===== src/rtl/pipe_stage_buffer_pkg.sv =====
// rtl/pipe_stage_buffer_pkg.sv - shared types and occupancy helper for LC-3b pipeline stage buffers
package pipe_stage_buffer_pkg;

    typedef enum logic [1:0] {
        OCC_EMPTY = 2'd0,
        OCC_ONE   = 2'd1,
        OCC_TWO   = 2'd2
    } stage_occ_t;

    typedef struct packed {
        logic [15:0] pc;
        logic [15:0] ir;
    } if_id_t;

    typedef struct packed {
        logic [15:0] pc;
        logic [15:0] ir;
        logic [15:0] sr1;
        logic [15:0] sr2;
    } id_ex_t;

    typedef struct packed {
        logic [15:0] pc;
        logic [15:0] ir;
        logic [15:0] alu;
        logic [15:0] sr2;
    } ex_mem_t;

    typedef struct packed {
        logic [15:0] pc;
        logic [15:0] ir;
        logic [15:0] result;
    } mem_wb_t;

    // Stage instances pass these as WIDTH so payload changes resize the buffers automatically
    localparam int IF_ID_W  = $bits(if_id_t);
    localparam int ID_EX_W  = $bits(id_ex_t);
    localparam int EX_MEM_W = $bits(ex_mem_t);
    localparam int MEM_WB_W = $bits(mem_wb_t);

    // Next occupancy of the two-entry buffer, ignoring flush
    function automatic stage_occ_t occ_after(stage_occ_t occ, logic in_fire, logic out_fire);
        case (occ)
            OCC_EMPTY: return in_fire ? OCC_ONE : OCC_EMPTY;
            OCC_ONE: begin
                if (in_fire && !out_fire) return OCC_TWO;
                if (!in_fire && out_fire) return OCC_EMPTY;
                return OCC_ONE;
            end
            OCC_TWO:   return out_fire ? OCC_ONE : OCC_TWO;
            default:   return OCC_EMPTY;
        endcase
    endfunction

endpackage


===== src/rtl/pipe_stage_buffer.sv =====
// rtl/pipe_stage_buffer.sv - valid/ready pipeline stage with optional skid entry, flush and stall counter
module pipe_stage_buffer
    import pipe_stage_buffer_pkg::*;
#(
    parameter int WIDTH       = 16,
    parameter int SKID        = 1,
    parameter int STALL_CNT_W = 16
) (
    input  logic                   clk,
    input  logic                   rst_n,
    input  logic                   flush,
    input  logic                   in_valid,
    output logic                   in_ready,
    input  logic [WIDTH-1:0]       in_data,
    output logic                   out_valid,
    input  logic                   out_ready,
    output logic [WIDTH-1:0]       out_data,
    output logic [1:0]             occupancy,
    output logic [STALL_CNT_W-1:0] stall_cycles
);

    stage_occ_t             occ_q;
    logic [WIDTH-1:0]       main_q;
    logic [STALL_CNT_W-1:0] stall_q;
    logic                   in_fire;
    logic                   out_fire;

    // The main entry is always the head; out_data reads zero after reset or flush
    assign out_valid    = (occ_q != OCC_EMPTY);
    assign out_data     = main_q;
    assign occupancy    = occ_q;
    assign stall_cycles = stall_q;
    assign in_fire      = in_valid & in_ready;
    assign out_fire     = out_valid & out_ready;

    generate
        if (SKID != 0) begin : g_skid
            logic [WIDTH-1:0] skid_q;
            logic             in_ready_q;
            stage_occ_t       occ_next;

            // Flush overrides every transition, including a same-cycle accept
            always_comb begin
                occ_next = flush ? OCC_EMPTY : occ_after(occ_q, in_fire, out_fire);
            end

            // in_ready comes straight from a flop, cutting the out_ready -> in_ready path
            assign in_ready = in_ready_q;

            // Main/skid storage: arrivals go to main when it frees up, else to skid
            always_ff @(posedge clk or negedge rst_n) begin
                if (!rst_n) begin
                    occ_q      <= OCC_EMPTY;
                    main_q     <= '0;
                    skid_q     <= '0;
                    in_ready_q <= 1'b1;
                end else begin
                    occ_q      <= occ_next;
                    in_ready_q <= (occ_next != OCC_TWO);
                    if (flush) begin
                        main_q <= '0;
                        skid_q <= '0;
                    end else begin
                        case (occ_q)
                            OCC_EMPTY: if (in_fire) main_q <= in_data;
                            OCC_ONE: begin
                                if (in_fire && out_fire) main_q <= in_data;
                                else if (in_fire)        skid_q <= in_data;
                            end
                            OCC_TWO:   if (out_fire) main_q <= skid_q;
                            default:   ;
                        endcase
                    end
                end
            end
        end else begin : g_single
            // Single entry accepts whenever it is empty or draining this cycle
            assign in_ready = ~out_valid | out_ready;

            // Single entry: a simultaneous accept and drain replaces the payload
            always_ff @(posedge clk or negedge rst_n) begin
                if (!rst_n) begin
                    occ_q  <= OCC_EMPTY;
                    main_q <= '0;
                end else if (flush) begin
                    occ_q  <= OCC_EMPTY;
                    main_q <= '0;
                end else if (in_fire) begin
                    occ_q  <= OCC_ONE;
                    main_q <= in_data;
                end else if (out_fire) begin
                    occ_q  <= OCC_EMPTY;
                end
            end
        end
    endgenerate

    // Saturating count of cycles the head entry is blocked downstream; flush does not clear it
    always_ff @(posedge clk or negedge rst_n) begin
        if (!rst_n) begin
            stall_q <= '0;
        end else if (out_valid && !out_ready && !flush && !(&stall_q)) begin
            stall_q <= stall_q + 1'b1;
        end
    end

endmodule

===== config.mk =====
export PLATFORM = sky130hd
export DESIGN_NAME = pipe_stage_buffer
export DESIGN_NICKNAME = d
export VERILOG_FILES = /design/src/rtl/pipe_stage_buffer_pkg.sv /design/src/rtl/pipe_stage_buffer.sv
export SDC_FILE = /design/constraint.sdc
export NUM_CORES = 1
export LEC_CHECK = 0
export ABC_AREA = 0
export CAP_MARGIN = 25
export CORE_MARGIN = 1.5
export CORE_UTILIZATION = 29
export DETAILED_ROUTE_END_ITERATION = 12
export SLEW_MARGIN = 20
export SYNTH_ARGS = -nofsm -noshare
export SYNTH_HDL_FRONTEND = slang
export SYNTH_SLANG_ARGS = --single-unit

===== constraint.sdc =====
create_clock -name clk -period 3.75 [get_ports clk]
set_clock_uncertainty 0.05 [all_clocks]
set_input_delay 0.75 -clock clk [delete_from_list [all_inputs] [get_ports clk]]
set_output_delay 0.75 -clock clk [all_outputs]
set_load 0.01 [all_outputs]

# After elaboration in Yosys (flattened, before gate mapping)

Index checks and enable logic that the tools add are counted.
Widths: inputs -> output; s select.

Bits of input ports: 21
Memory bits (writable): 0
ROM bits: 0
Memories: 0
Word-level logic and storage cells: 55
Latch bits: 0
Register bits after elaboration: 51

Muxes and demuxes: 21
Add/sub/neg operators: 1
$lt $le $gt $ge: 0
Div/mod/pow operators: 0
Multiply operators: 0
Bitwise logic cells: 2
Eq/ne operators: 7
Reduce and logical (&&, ||, !) cells: 19
Shift-type cells: 0

Operators by type and width:

| operator              | count |
|---|---|
| $mux 16               | 7 |
| $pmux 16 s3           | 1 |
| $add 16x1->16 const B | 1 |
| $reduce_and 16->1     | 1 |
| $mux 2                | 6 |
| $ne 3x3->1 const B    | 3 |
| $logic_and 1x1->1     | 6 |
| $mux 1                | 6 |
| $pmux 2 s3            | 1 |
| $reduce_bool 2->1     | 3 |
| $logic_not 1->1       | 5 |
| $ne 2x2->1 const B    | 2 |
| $reduce_and 4->1      | 1 |
| $reduce_bool 4->1     | 1 |
| $reduce_and 3->1      | 1 |
| $and 1x1->1           | 2 |
| $eq 2x1->1 const B    | 1 |
| $eq 2x2->1 const B    | 1 |
| $logic_not 2->1       | 1 |

# Longest topological paths before layout

Depth in word-level cells: 13
Mapped depth: 9
Depth with buffers taken out: 7

# Worst setup path after synthesis

Ideal clock, no wire load.

Kind: in2reg
Start point: input port flush
End point: register stall_q[11] (netlist: stall_cycles[11])
Data arrival time: 2165 ps
Slack: 1408 ps
Setup time: 128 ps
Stages: 6
Path through: buf_6 -> or3_4 -> buf_6 -> nor4_2 -> nand4_1 -> mux2_1

Longest elaborated chain between the ends: 3

RTL lines:

| element                         | RTL line                 | text |
|---|---|---|
| start, declared                 | pipe_stage_buffer.sv:11  | `input logic flush,` |
| $logic_not 1->1                 | pipe_stage_buffer.sv:102 | `end else if (out_valid && !out_ready && !flush && !(&stall_q)) begin` |
| $logic_and 1x1->1 (2 in series) | pipe_stage_buffer.sv:102 |  |
| end signal, assigned            | pipe_stage_buffer.sv:103 | `stall_q <= stall_q + 1'b1;` |
| end, declared                   | pipe_stage_buffer.sv:24  | `logic [STALL_CNT_W-1:0] stall_q;` |

No other way between the ends.
A chain may end at the register's enable or synchronous reset.

# Worst setup path after layout

Start point: register occ_q[0] (netlist: occupancy[0])
End point: output port out_valid

Longest elaborated chain between the ends: 1

RTL lines:

| element                | RTL line                | text |
|---|---|---|
| start, declared        | pipe_stage_buffer.sv:22 | `stage_occ_t occ_q;` |
| start signal, assigned | pipe_stage_buffer.sv:58 | `occ_q <= occ_next;` |
| $reduce_bool 2->1      | pipe_stage_buffer.sv:29 | `assign out_valid = (occ_q != OCC_EMPTY);` |
| end, declared          | pipe_stage_buffer.sv:15 | `output logic out_valid,` |

No other way between the ends.

==> impl_metrics.json <==
{
  "outcome": "complete, no violations",
  "cts_made_buffers": 5,
  "rsz0062_at_grt": "no",
  "via_per_inst": 4.89,
  "cts_resized": 0,
  "slew_headroom": 0.423,
  "antennaDiodeCount": 0,
  "postCtsSetupBuffers": 0,
  "clock_latency_ns": 0.30,
  "crit_path_max_fanout": 5,
  "port_buffers": 56,
  "grt_pass1_vias": 1918,
  "finalWirelength_um": 5920,
  "cts_hold_buf": 0,
  "track_usage": 0.138,
  "final_cell_mix": "clkdlybuf4s50_1, dfrtp_1, nand2_1",
  "htreeDepth": 2,
  "synth_seq_cells": 51,
  "clockRootBuffer": "clkbuf_8",
  "synth_cell_types": 38,
  "num-nets-final": 324,
  "core_area_um2": 8300,
  "layout-drive-gt1-share": 0.0872,
  "start_util": 0.302,
  "leakage_nw": 1.32,
  "ant_nets": 0,
  "fp-row-count": 33,
  "slew_viol_final": 0,
  "min_period_over_period": 0.652,
  "cp.required_ns": 2.95,
  "die_y_um": 95.9,
  "cp-start-kind": "flip-flop",
  "antenna_found_initial": 0,
  "syn_area_um2": 2500,
  "die_area_um2": 9200,
  "final_common_cell": "clkdlybuf4s50_1",
  "hold_viol": 0,
  "power_density_nw_per_um2": 434,
  "yosysTopAreaCell": "dfrtp_1",
  "seq_area_frac_synth": 0.510,
  "worst_pin_slew_ns": 0.865,
  "dr.pass1.iters": 4,
  "die_w_um": 95.9,
  "path_clk_slew_ns": 0.09,
  "grt_max_degree": 39,
  "arrival_ns": 1.64,
  "grt_pass1_wl_um": 9860,
  "max_freq_ghz": 0.409,
  "grt_remaining_overflow": 0,
  "finalPower_mw": 1.41,
  "syn_inst": 243,
  "dp_hpwl_um": 3950,
  "final.setup.worst_slack_ns": 1.31,
  "cts_buffer_depth": 2,
  "wl_per_cell_um": 14.7,
  "ir_drop_mv": 0.200,
  "ios": 57,
  "end_kind": "output port",
  "synthTopCellsByArea": "dfrtp_1, mux2i_1, nand2_1",
  "syn2layout_area_growth_pct": 30.3,
  "ys_warn_count": 0,
  "synth_top_area_share": 0.500,
  "cts_tree": "done",
  "drc_errors": 0,
  "drt_iter0_markers": 86,
  "cts.sinks": 51,
  "gp_congestion": 0.770,
  "maxCapViolCount": 0,
  "route.vias.total": 1970,
  "dp_slack_ns": 1.01,
  "period_minus_slack_ns": 2.44,
  "crit_type": "flip-flop to output port",
  "setup_tns_ns": 0,
  "syn-num-nets": 270,
  "setup_viol": 0,
  "avgSynthCellArea_um2": 10.3,
  "hold_path.class": "flip-flop to flip-flop"
}
[worst max-delay path, cell delays in order (launching register included)]
cell	delay, ns
dfrtp_1	0.42
inv_1	0.08
ha_1	0.25
inv_1	0.06
clkdlybuf4s50_1	0.53
[per-layer routing]
layer  vias to the layer above  global-route usage  part of all wire
met2                        61               0.224              0.46
met5                         -                   0                 0
met3                         2              0.0316             0.052
li1                        963                   -                 -
met4                         0              0.0221            0.0034
met1                       944               0.190              0.49
[where the power goes]
part           switching [mW]  internal (mW)
sequential             0.0567          0.615
clock                   0.182          0.168
combinational           0.191          0.202
[cells in the mapped netlist]
master     n
dfstp_2    1
nand3_1    6
nor4b_2    1
nor4_1     3
o311ai_0   1
xnor2_1    6
nand2_1   40
nor4b_1    1
mux2_1     1
or3_4      2
or4_1      1
mux2i_1   16
o21a_1     1
or3b_2     1
nand2b_1   1
ha_1       6
dfrtp_1   50
a22oi_1    1
inv_1      8
or2_2      2
nor3_1    21
nand4_1    4
mux2_2     1
nor4_4     1
nor2b_1    1
clkbuf_1   9
nor2_1     5
buf_2      2
nor3b_1    1
a21oi_1   16
xor2_1     8
buf_6      2
a211oi_2   1
a211oi_1  16
and3_1     2
buf_1      1
nor4_2     2
a221oi_1   1
[flip-flops by register name, indices dropped and copies added, names as in the netlist]
signal         cells
occupancy          2
out_data          16
g_skid.skid_q     16
in_ready           1
stall_cycles      16
[final cells by class]
type | count | area (um2)
Multi-Input combinational cell | 170 | 1130
Fill cell | 832 | 5040
Clock inverter | 1 | 7.51
Inverter | 8 | 30.0
Timing Repair Buffer | 61 | 593
Sequential cell | 51 | 1280
Tap cell | 105 | 131
Clock buffer | 7 | 96.3
[cell families (layout without fill, tap and decap cells)]
group / Yosys count / after routing / synth area share
compound gates: 37 / 37 / 0.0979
xor+xnor: 14 / 14 / 0.0490
fa+ha+maj: 6 / 6 / 0.0300
buf+inv: 22 / 77 / 0.0400
flops: 51 / 51 / 0.510
mux: 18 / 18 / 0.0729
simple gates: 95 / 95 / 0.200
[through the flow]
step | instances | area, um2 | utilization | hold WS [ns]
CTS | 403 | 3260 | 0.393 | 0.462
global placement | 395 | 3160 | 0.381 | 0.443
finish | 403 | 3260 | 0.393 | 0.459
global route | 403 | 3260 | 0.393 | 0.489
floorplan | 243 | 2500 | - | 0.404
detailed placement | 395 | 3160 | 0.381 | 0.448
[path summary, 6_finish.rpt]
kind / start / end / slack [ns] / depth (start not counted)
max in group asynchronous: rst_n / out_data[1]$_DFFE_PN0P_ / 2.42 / 2
max reg2reg: occupancy[0]$_DFF_PN0_ / out_data[11]$_DFFE_PN0P_ / 1.47 / 8
min in group asynchronous: rst_n / stall_cycles[0]$_DFFE_PN0P_ / 0.50 / 1
min: stall_cycles[5]$_DFFE_PN0P_ / stall_cycles[5]$_DFFE_PN0P_ / 0.46 / 1
max: occupancy[0]$_DFF_PN0_ / out_valid / 1.31 / 4
min reg2reg: stall_cycles[5]$_DFFE_PN0P_ / stall_cycles[5]$_DFFE_PN0P_ / 0.46 / 1
Note: power is estimated with default switching activity, not from simulation.
